<file path="src/rtl/mem_copy_engine_pkg.sv">
// mem_copy_pkg: shared types and constants for the block-copy DMA engine.
// Holds the FSM state enum, default bus widths and the wait-counter width.
package mem_copy_pkg;

    typedef enum logic [2:0] {
        IDLE,
        RD,
        WAIT,
        WR,
        FIN
    } state_t;

    localparam int DEF_ADDR_W = 16;
    localparam int DEF_DATA_W = 16;
    localparam int DEF_LEN_W  = 16;

    // Bits needed to hold the value READ_LATENCY in the wait counter.
    function automatic int lat_w(input int rl);
        return $clog2(rl + 1);
    endfunction

endpackage

</file>
<file path="src/rtl/mem_copy_engine_if.sv">
// mem_copy_engine_if: single-port memory bus between the copy engine
// (master: address, wr_en, mem_data_in) and memory (slave: mem_data_out).
interface mem_copy_engine_if
    import mem_copy_pkg::*;
#(
    parameter int ADDR_W = DEF_ADDR_W,
    parameter int DATA_W = DEF_DATA_W
);

    logic [ADDR_W-1:0] address;
    logic              wr_en;
    logic [DATA_W-1:0] mem_data_in;
    logic [DATA_W-1:0] mem_data_out;

    modport master (
        output address,
        output wr_en,
        output mem_data_in,
        input  mem_data_out
    );

    modport slave (
        input  address,
        input  wr_en,
        input  mem_data_in,
        output mem_data_out
    );

endinterface

</file>
<file path="src/rtl/mem_copy_wait_ctr.sv">
// mem_copy_wait_ctr: loadable down-counter timing out the read latency.
// Ports: clock, reset_n, load (preset to READ_LATENCY), dec, last (count==1).
module mem_copy_wait_ctr
    import mem_copy_pkg::*;
#(
    parameter int READ_LATENCY = 1
) (
    input  logic clock,
    input  logic reset_n,
    input  logic load,
    input  logic dec,
    output logic last
);

    localparam int CW = lat_w(READ_LATENCY);

    logic [CW-1:0] cnt;

    always_ff @(posedge clock or negedge reset_n) begin
        if (!reset_n) begin
            cnt <= '0;
        end else if (load) begin
            cnt <= CW'(READ_LATENCY);
        end else if (dec && cnt != '0) begin
            cnt <= cnt - CW'(1);
        end
    end

    // The count starts at READ_LATENCY in the first wait cycle,
    // so a value of one marks the cycle the read data is valid.
    assign last = (cnt == CW'(1));

endmodule

</file>
<file path="src/rtl/mem_copy_engine.sv">
// mem_copy_engine: copies len words from src_addr to dst_addr one word at
// a time. Ports: start/abort control, busy/done/aborted/words_done status,
// mem bus master (address, wr_en, mem_data_in, mem_data_out).
module mem_copy_engine
    import mem_copy_pkg::*;
#(
    parameter int ADDR_W       = DEF_ADDR_W,
    parameter int DATA_W       = DEF_DATA_W,
    parameter int LEN_W        = DEF_LEN_W,
    parameter int READ_LATENCY = 1
) (
    input  logic              clock,
    input  logic              reset_n,
    input  logic              start,
    input  logic [ADDR_W-1:0] src_addr,
    input  logic [ADDR_W-1:0] dst_addr,
    input  logic [LEN_W-1:0]  len,
    input  logic              abort,
    output logic              busy,
    output logic              done,
    output logic              aborted,
    output logic [LEN_W-1:0]  words_done,
    mem_copy_engine_if.master mem
);

    state_t            state;
    logic [ADDR_W-1:0] src_q;
    logic [ADDR_W-1:0] dst_q;
    logic [LEN_W-1:0]  len_q;
    logic [LEN_W-1:0]  idx;
    logic [LEN_W-1:0]  idx_nx;
    logic [ADDR_W-1:0] rd_nx;
    logic [ADDR_W-1:0] wr_addr;
    logic              abort_q;
    logic              abort_now;
    logic              wait_last;

    assign idx_nx    = idx + LEN_W'(1);
    assign rd_nx     = src_q + ADDR_W'(idx_nx);
    assign wr_addr   = dst_q + ADDR_W'(idx);
    assign abort_now = abort_q | abort;

    mem_copy_wait_ctr #(
        .READ_LATENCY(READ_LATENCY)
    ) u_wait (
        .clock  (clock),
        .reset_n(reset_n),
        .load   (state == RD),
        .dec    (state == WAIT),
        .last   (wait_last)
    );

    always_ff @(posedge clock or negedge reset_n) begin
        if (!reset_n) begin
            state           <= IDLE;
            src_q           <= '0;
            dst_q           <= '0;
            len_q           <= '0;
            idx             <= '0;
            abort_q         <= 1'b0;
            busy            <= 1'b0;
            done            <= 1'b0;
            aborted         <= 1'b0;
            words_done      <= '0;
            mem.address     <= '0;
            mem.wr_en       <= 1'b0;
            mem.mem_data_in <= '0;
        end else begin
            unique case (state)
                IDLE: begin
                    mem.address     <= '0;
                    mem.wr_en       <= 1'b0;
                    mem.mem_data_in <= '0;
                    done            <= 1'b0;
                    if (start) begin
                        src_q      <= src_addr;
                        dst_q      <= dst_addr;
                        len_q      <= len;
                        idx        <= '0;
                        words_done <= '0;
                        aborted    <= 1'b0;
                        abort_q    <= 1'b0;
                        if (len != '0) begin
                            state       <= RD;
                            busy        <= 1'b1;
                            mem.address <= src_addr;
                        end else begin
                            state <= FIN;
                            done  <= 1'b1;
                        end
                    end
                end
                RD: begin
                    abort_q <= abort_now;
                    state   <= WAIT;
                end
                WAIT: begin
                    abort_q <= abort_now;
                    if (wait_last) begin
                        state           <= WR;
                        mem.address     <= wr_addr;
                        mem.wr_en       <= 1'b1;
                        mem.mem_data_in <= mem.mem_data_out;
                    end
                end
                WR: begin
                    idx             <= idx_nx;
                    words_done      <= words_done + LEN_W'(1);
                    mem.wr_en       <= 1'b0;
                    mem.mem_data_in <= '0;
                    if (idx_nx == len_q || abort_now) begin
                        state       <= FIN;
                        busy        <= 1'b0;
                        done        <= 1'b1;
                        aborted     <= abort_now;
                        mem.address <= '0;
                    end else begin
                        state       <= RD;
                        mem.address <= rd_nx;
                    end
                end
                FIN: begin
                    done  <= 1'b0;
                    state <= IDLE;
                end
                default: state <= IDLE;
            endcase
        end
    end

endmodule

</file>
<file path="src/flat_wrapper.sv">
// flat-port wrapper written by rule: the top's interface ports become plain ports
module mem_copy_engine_flat import mem_copy_pkg::*;
#(
    parameter int ADDR_W       = DEF_ADDR_W,
    parameter int DATA_W       = DEF_DATA_W,
    parameter int LEN_W        = DEF_LEN_W,
    parameter int READ_LATENCY = 1
)
  (clock, reset_n, start, src_addr, dst_addr, len, abort, busy, done, aborted, words_done, mem_address, mem_wr_en, mem_mem_data_in, mem_mem_data_out);
  mem_copy_engine_if #(.ADDR_W(ADDR_W), .DATA_W(DATA_W)) mem_i ();
  input  logic clock;
  input  logic reset_n;
  input  logic start;
  input  logic [ADDR_W-1:0] src_addr;
  input  logic [ADDR_W-1:0] dst_addr;
  input  logic [LEN_W-1:0] len;
  input  logic abort;
  output logic busy;
  output logic done;
  output logic aborted;
  output logic [LEN_W-1:0] words_done;
  output wire logic [$bits(mem_i.address)-1:0] mem_address;
  output wire logic [$bits(mem_i.wr_en)-1:0] mem_wr_en;
  output wire logic [$bits(mem_i.mem_data_in)-1:0] mem_mem_data_in;
  input wire logic [$bits(mem_i.mem_data_out)-1:0] mem_mem_data_out;
  assign mem_address = mem_i.address;
  assign mem_wr_en = mem_i.wr_en;
  assign mem_mem_data_in = mem_i.mem_data_in;
  assign mem_i.mem_data_out = mem_mem_data_out;
  mem_copy_engine #(.ADDR_W(ADDR_W), .DATA_W(DATA_W), .LEN_W(LEN_W), .READ_LATENCY(READ_LATENCY)) u_core (.clock(clock), .reset_n(reset_n), .start(start), .src_addr(src_addr), .dst_addr(dst_addr), .len(len), .abort(abort), .busy(busy), .done(done), .aborted(aborted), .words_done(words_done), .mem(mem_i));
endmodule
</file>
<file path="config.mk">
export PLATFORM = sky130hd
export DESIGN_NAME = mem_copy_engine_flat
export DESIGN_NICKNAME = d
export VERILOG_FILES = /design/src/rtl/mem_copy_engine_pkg.sv /design/src/rtl/mem_copy_engine_if.sv /design/src/rtl/mem_copy_wait_ctr.sv /design/src/rtl/mem_copy_engine.sv /design/src/flat_wrapper.sv
export SDC_FILE = /design/constraint.sdc
export NUM_CORES = 1
export LEC_CHECK = 0
export BUFFER_PORTS_ARGS = -buffer_cell sky130_fd_sc_hd__buf_2
export CAP_MARGIN = 40
export CORE_MARGIN = 2
export CORE_UTILIZATION = 62
export DETAILED_ROUTE_END_ITERATION = 6
export PLACE_DENSITY = 0.87
export SYNTH_ARGS = -nofsm -noshare
export SYNTH_HDL_FRONTEND = slang
export SYNTH_HIERARCHICAL = 1
export SYNTH_SLANG_ARGS = --single-unit
</file>
<file path="constraint.sdc">
create_clock -name clock -period 9.2 [get_ports clock]
set_input_delay 1.84 -clock clock [delete_from_list [all_inputs] [get_ports clock]]
set_output_delay 1.84 -clock clock [all_outputs]
set_load 0.01 [all_outputs]
</file>
==> impl_results.md <==
* Clock Power Share at 0.236
* Critical path's largest stage delay at approximately 0.57 ns
* Critical Path Sink Type: flop
* Largest net degree at the start of global routing at 70
* Die width at roughly 110 µm
* # clock sinks at between 100 and 150
* Top delay family on crit path: compound AO/OA/AOI/OAI gates
* Area share of the largest cell type after synthesis at 0.422
* Worst path required time at 9.51 ns
* Sw frac at 0.408
* N_diodes at 0
* Layout cells sized above 1 at 0.194
* Async S/R FF share, synth at 1.00
* Global-route usage over all layers at 0.305
* Setup TNS at 0 ns
* Post-synthesis cell type count at a little under 70
* Place WS at approximately 5.4 ns
* Leading area contributor after synthesis: dfrtp_1
* Row count at 39
* Area contributors post-synth: dfrtp_1 42%, nand2_1 9.7%, ha_1 6.1%
* Post-placement cell count at between 1000 and 1500
* Post-DP Area at a little under 8000 µm²
* Most frequently used flop master after synthesis: dfrtp_1
* Combinational share of power at 0.424
* Peak Freq at around 270 MHz
* H-tree levels at 4
* # fillers at 870
* Routed vias at roughly 6500
* VDD IR max at between 0.0002 and 0.00025 V
* Critical path, cell by cell: ha_1 -> nand4_1 -> or3_1 -> xnor2_1 -> ha_1 -> a21oi_1 -> o22ai_1 -> a311oi_1 -> o21bai_1 -> xor2_1 -> a221oi_4 -> a21oi_2
* WL final at 18.2 mm
* CP Buf/Inv Count at 0
* NetSw at approximately 0.0011 W
* RSZ-0062 raised after global routing: false
* Lkg Pwr at around 4.3 nW
* Most frequent cell after synthesis: nand2_1
* WL per Instance at between 15 and 20 µm
* CTS tree: built
* Critical path's most frequent cell: ha_1
* Synthesis-to-finish area growth at 17.6%
* Cts bufs inserted at 17
* Crit path time final at approximately 3.7 ns
* Drt pass-1 iters at 5
* Final Hold Viols at 0
* Multi-input logic area at a little under 4000 µm²
* Ports at 120
* First-pass GRT wire length at around 30 mm
* Syn nets at around 920
* Setup crit start kind: flop
* Clk_lat worst skew at around 0.43 ns
* Cell Area, Synth at roughly 7000 µm²
* GPL Wtd Cong at around 0.90
* Placeable Area at ~11000 µm²
* Fin nets at 1022
* Mean Syn Cell Area at 8.83 µm²
* Slowest cell on crit path: dfrtp_1
* CP Class: flop to flop
* Critical path peak fanout at 8
* FF+latch count, synth at between 100 and 150
* Post-synth EDFFs at 0
* Postcts setup bufs at 0
* Initial antenna violation count at 0
* Post-route ant nets at 0
* Vias in the first global route at slightly above 6000
* Synth Warn # at 6
* Hpwl dp at 13.0 mm
* Power per cell area at 310 nW/µm²
* Post-synthesis sequential area ratio at 0.422
* Via density at about 6
* Mapped Cells at 813
* Worst min path class: flop to flop
* Clock Root Buffer: clkbuf_16
* Post-CTS Resized at 0
* Total gr overflow at 0
* Synth top cells by count: 186 x nand2_1, 121 x dfrtp_1, 50 x nor2_1, 49 x o21ai_0, 44 x a21oi_1
* Final Setup Violations at 0
* Finished Layout Cells at between 1000 and 1500
* Worst-margin pin slew at about 0.9 ns
* Drc violations at 0
* Iter 0 DRT Violations at between 600 and 700
* Clock Skews at between 0.009 and 0.01 ns
* Relative contribution of sequential cells to total power at 0.340
* Worst slew margin at 0.411
* P_int at 0.00155 W
* Final Util at 0.743
* Max clock buf depth at 2
* IO buf count at 119
* Reg area at just over 3000 µm²
* CTS hold repair buffers at 0
* Fin. max-slew vios at 0
* Final instance area at 8440 µm²
* Fin crit share at 0.401
* DIE HEIGHT at approximately 110 µm
* Reg clk slew, reported paths at about 0.050 ns
* Status: finished clean
* Max-cap violation count at 0
* Worst setup margin at about 5.5 ns
* Die area at about 12000 µm²
* WP data arrival at 4.00 ns
* Starting density of the core at 0.632
-- flip-flops by register name (all words and copies together), names as in the netlist, 3 cells and up --
name	count
u_core/dst_q	16
u_core/idx	16
u_core/len_q	16
u_core/mem.address	16
u_core/mem.mem_data_in	16
u_core/src_q	16
u_core/state	3
u_core/words_done	16
-- metrics by stage --
step / hold WS (ns) / total power [W]
after floorplan: 0.452 / 0.00163
after global placement: 0.462 / 0.00191
after detailed placement: 0.466 / 0.00197
after CTS: 0.481 / 0.00260
after global routing: 0.511 / 0.00280
final: 0.481 / 0.00262
-- worst register-to-register path, delay by kind of cell, from the launching register on --
family                   cells  cell delay [ns]
flip-flops                   1             0.57
XOR/XNOR                     2             0.51
adder cells (fa/ha/maj)      2             0.66
AO/OA/AOI/OAI                6             1.09
AND/OR/NAND/NOR              2             0.76
-- cell usage in the layout (no fill, tap or decap), types with 9 or more instances in the layout --
cell type	instances
a21o_1	14
a21oi_1	44
a221oi_1	11
a22o_1	16
and3_1	9
buf_2	118
clkbuf_16	17
dfrtp_1	121
ha_1	35
inv_1	20
nand2_1	185
nand3_1	37
nor2_1	50
nor3_1	11
o21ai_0	49
o31ai_1	9
xnor2_1	36
xor2_1	17
-- layout make-up --
type                       count  share of cell area
multi-input combinational    630               0.463
sequential                   121               0.359
timing repair buffer         127              0.0836
clock buffer                  20              0.0529
tap                          143              0.0212
clock inverter                12              0.0121
inverter                      20             0.00889
-- cell families after synthesis --
kind of cell	synth area share
compound gates	0.183
xor+xnor	0.0700
fa+ha+maj	0.0666
buf+inv	0.0354
flops	0.422
mux	0.00645
simple gates	0.217
-- power by group through the flow --
stage	clock network, W	logic (W)	registers, W
2_1_floorplan	0	0.000759	0.000871
3_3_place_gp	0	0.00103	0.000881
3_5_place_dp	0	0.00108	0.000888
4_1_cts	0.000624	0.00110	0.000884
5_1_grt	0.000652	0.00124	0.000910
6_report	0.000617	0.00111	0.000888
-- layer usage --
metal  GRT usage  part of all wire  routed length, µm
met1       0.419              0.44               8000
met2       0.479              0.47               8520
met3      0.0539             0.067               1220
met4       0.138             0.027                493
met5           0                 0                  0
-- final timing paths --
check	cells after the start	endpoint	slack, ns	from
max reg2reg	12	u_core/mem.address[13]	5.51	u_core/idx[0]
min	2	u_core/src_q[14]	0.48	u_core/src_q[14]
max in group asynchronous	3	u_core/idx[6]	6.80	reset_n
min reg2reg	2	u_core/src_q[14]	0.48	u_core/src_q[14]
max	12	u_core/mem.address[13]	5.51	u_core/idx[0]
min in group asynchronous	1	u_core/src_q[12]	1.40	reset_n
Power figures use the tool's default switching activity.
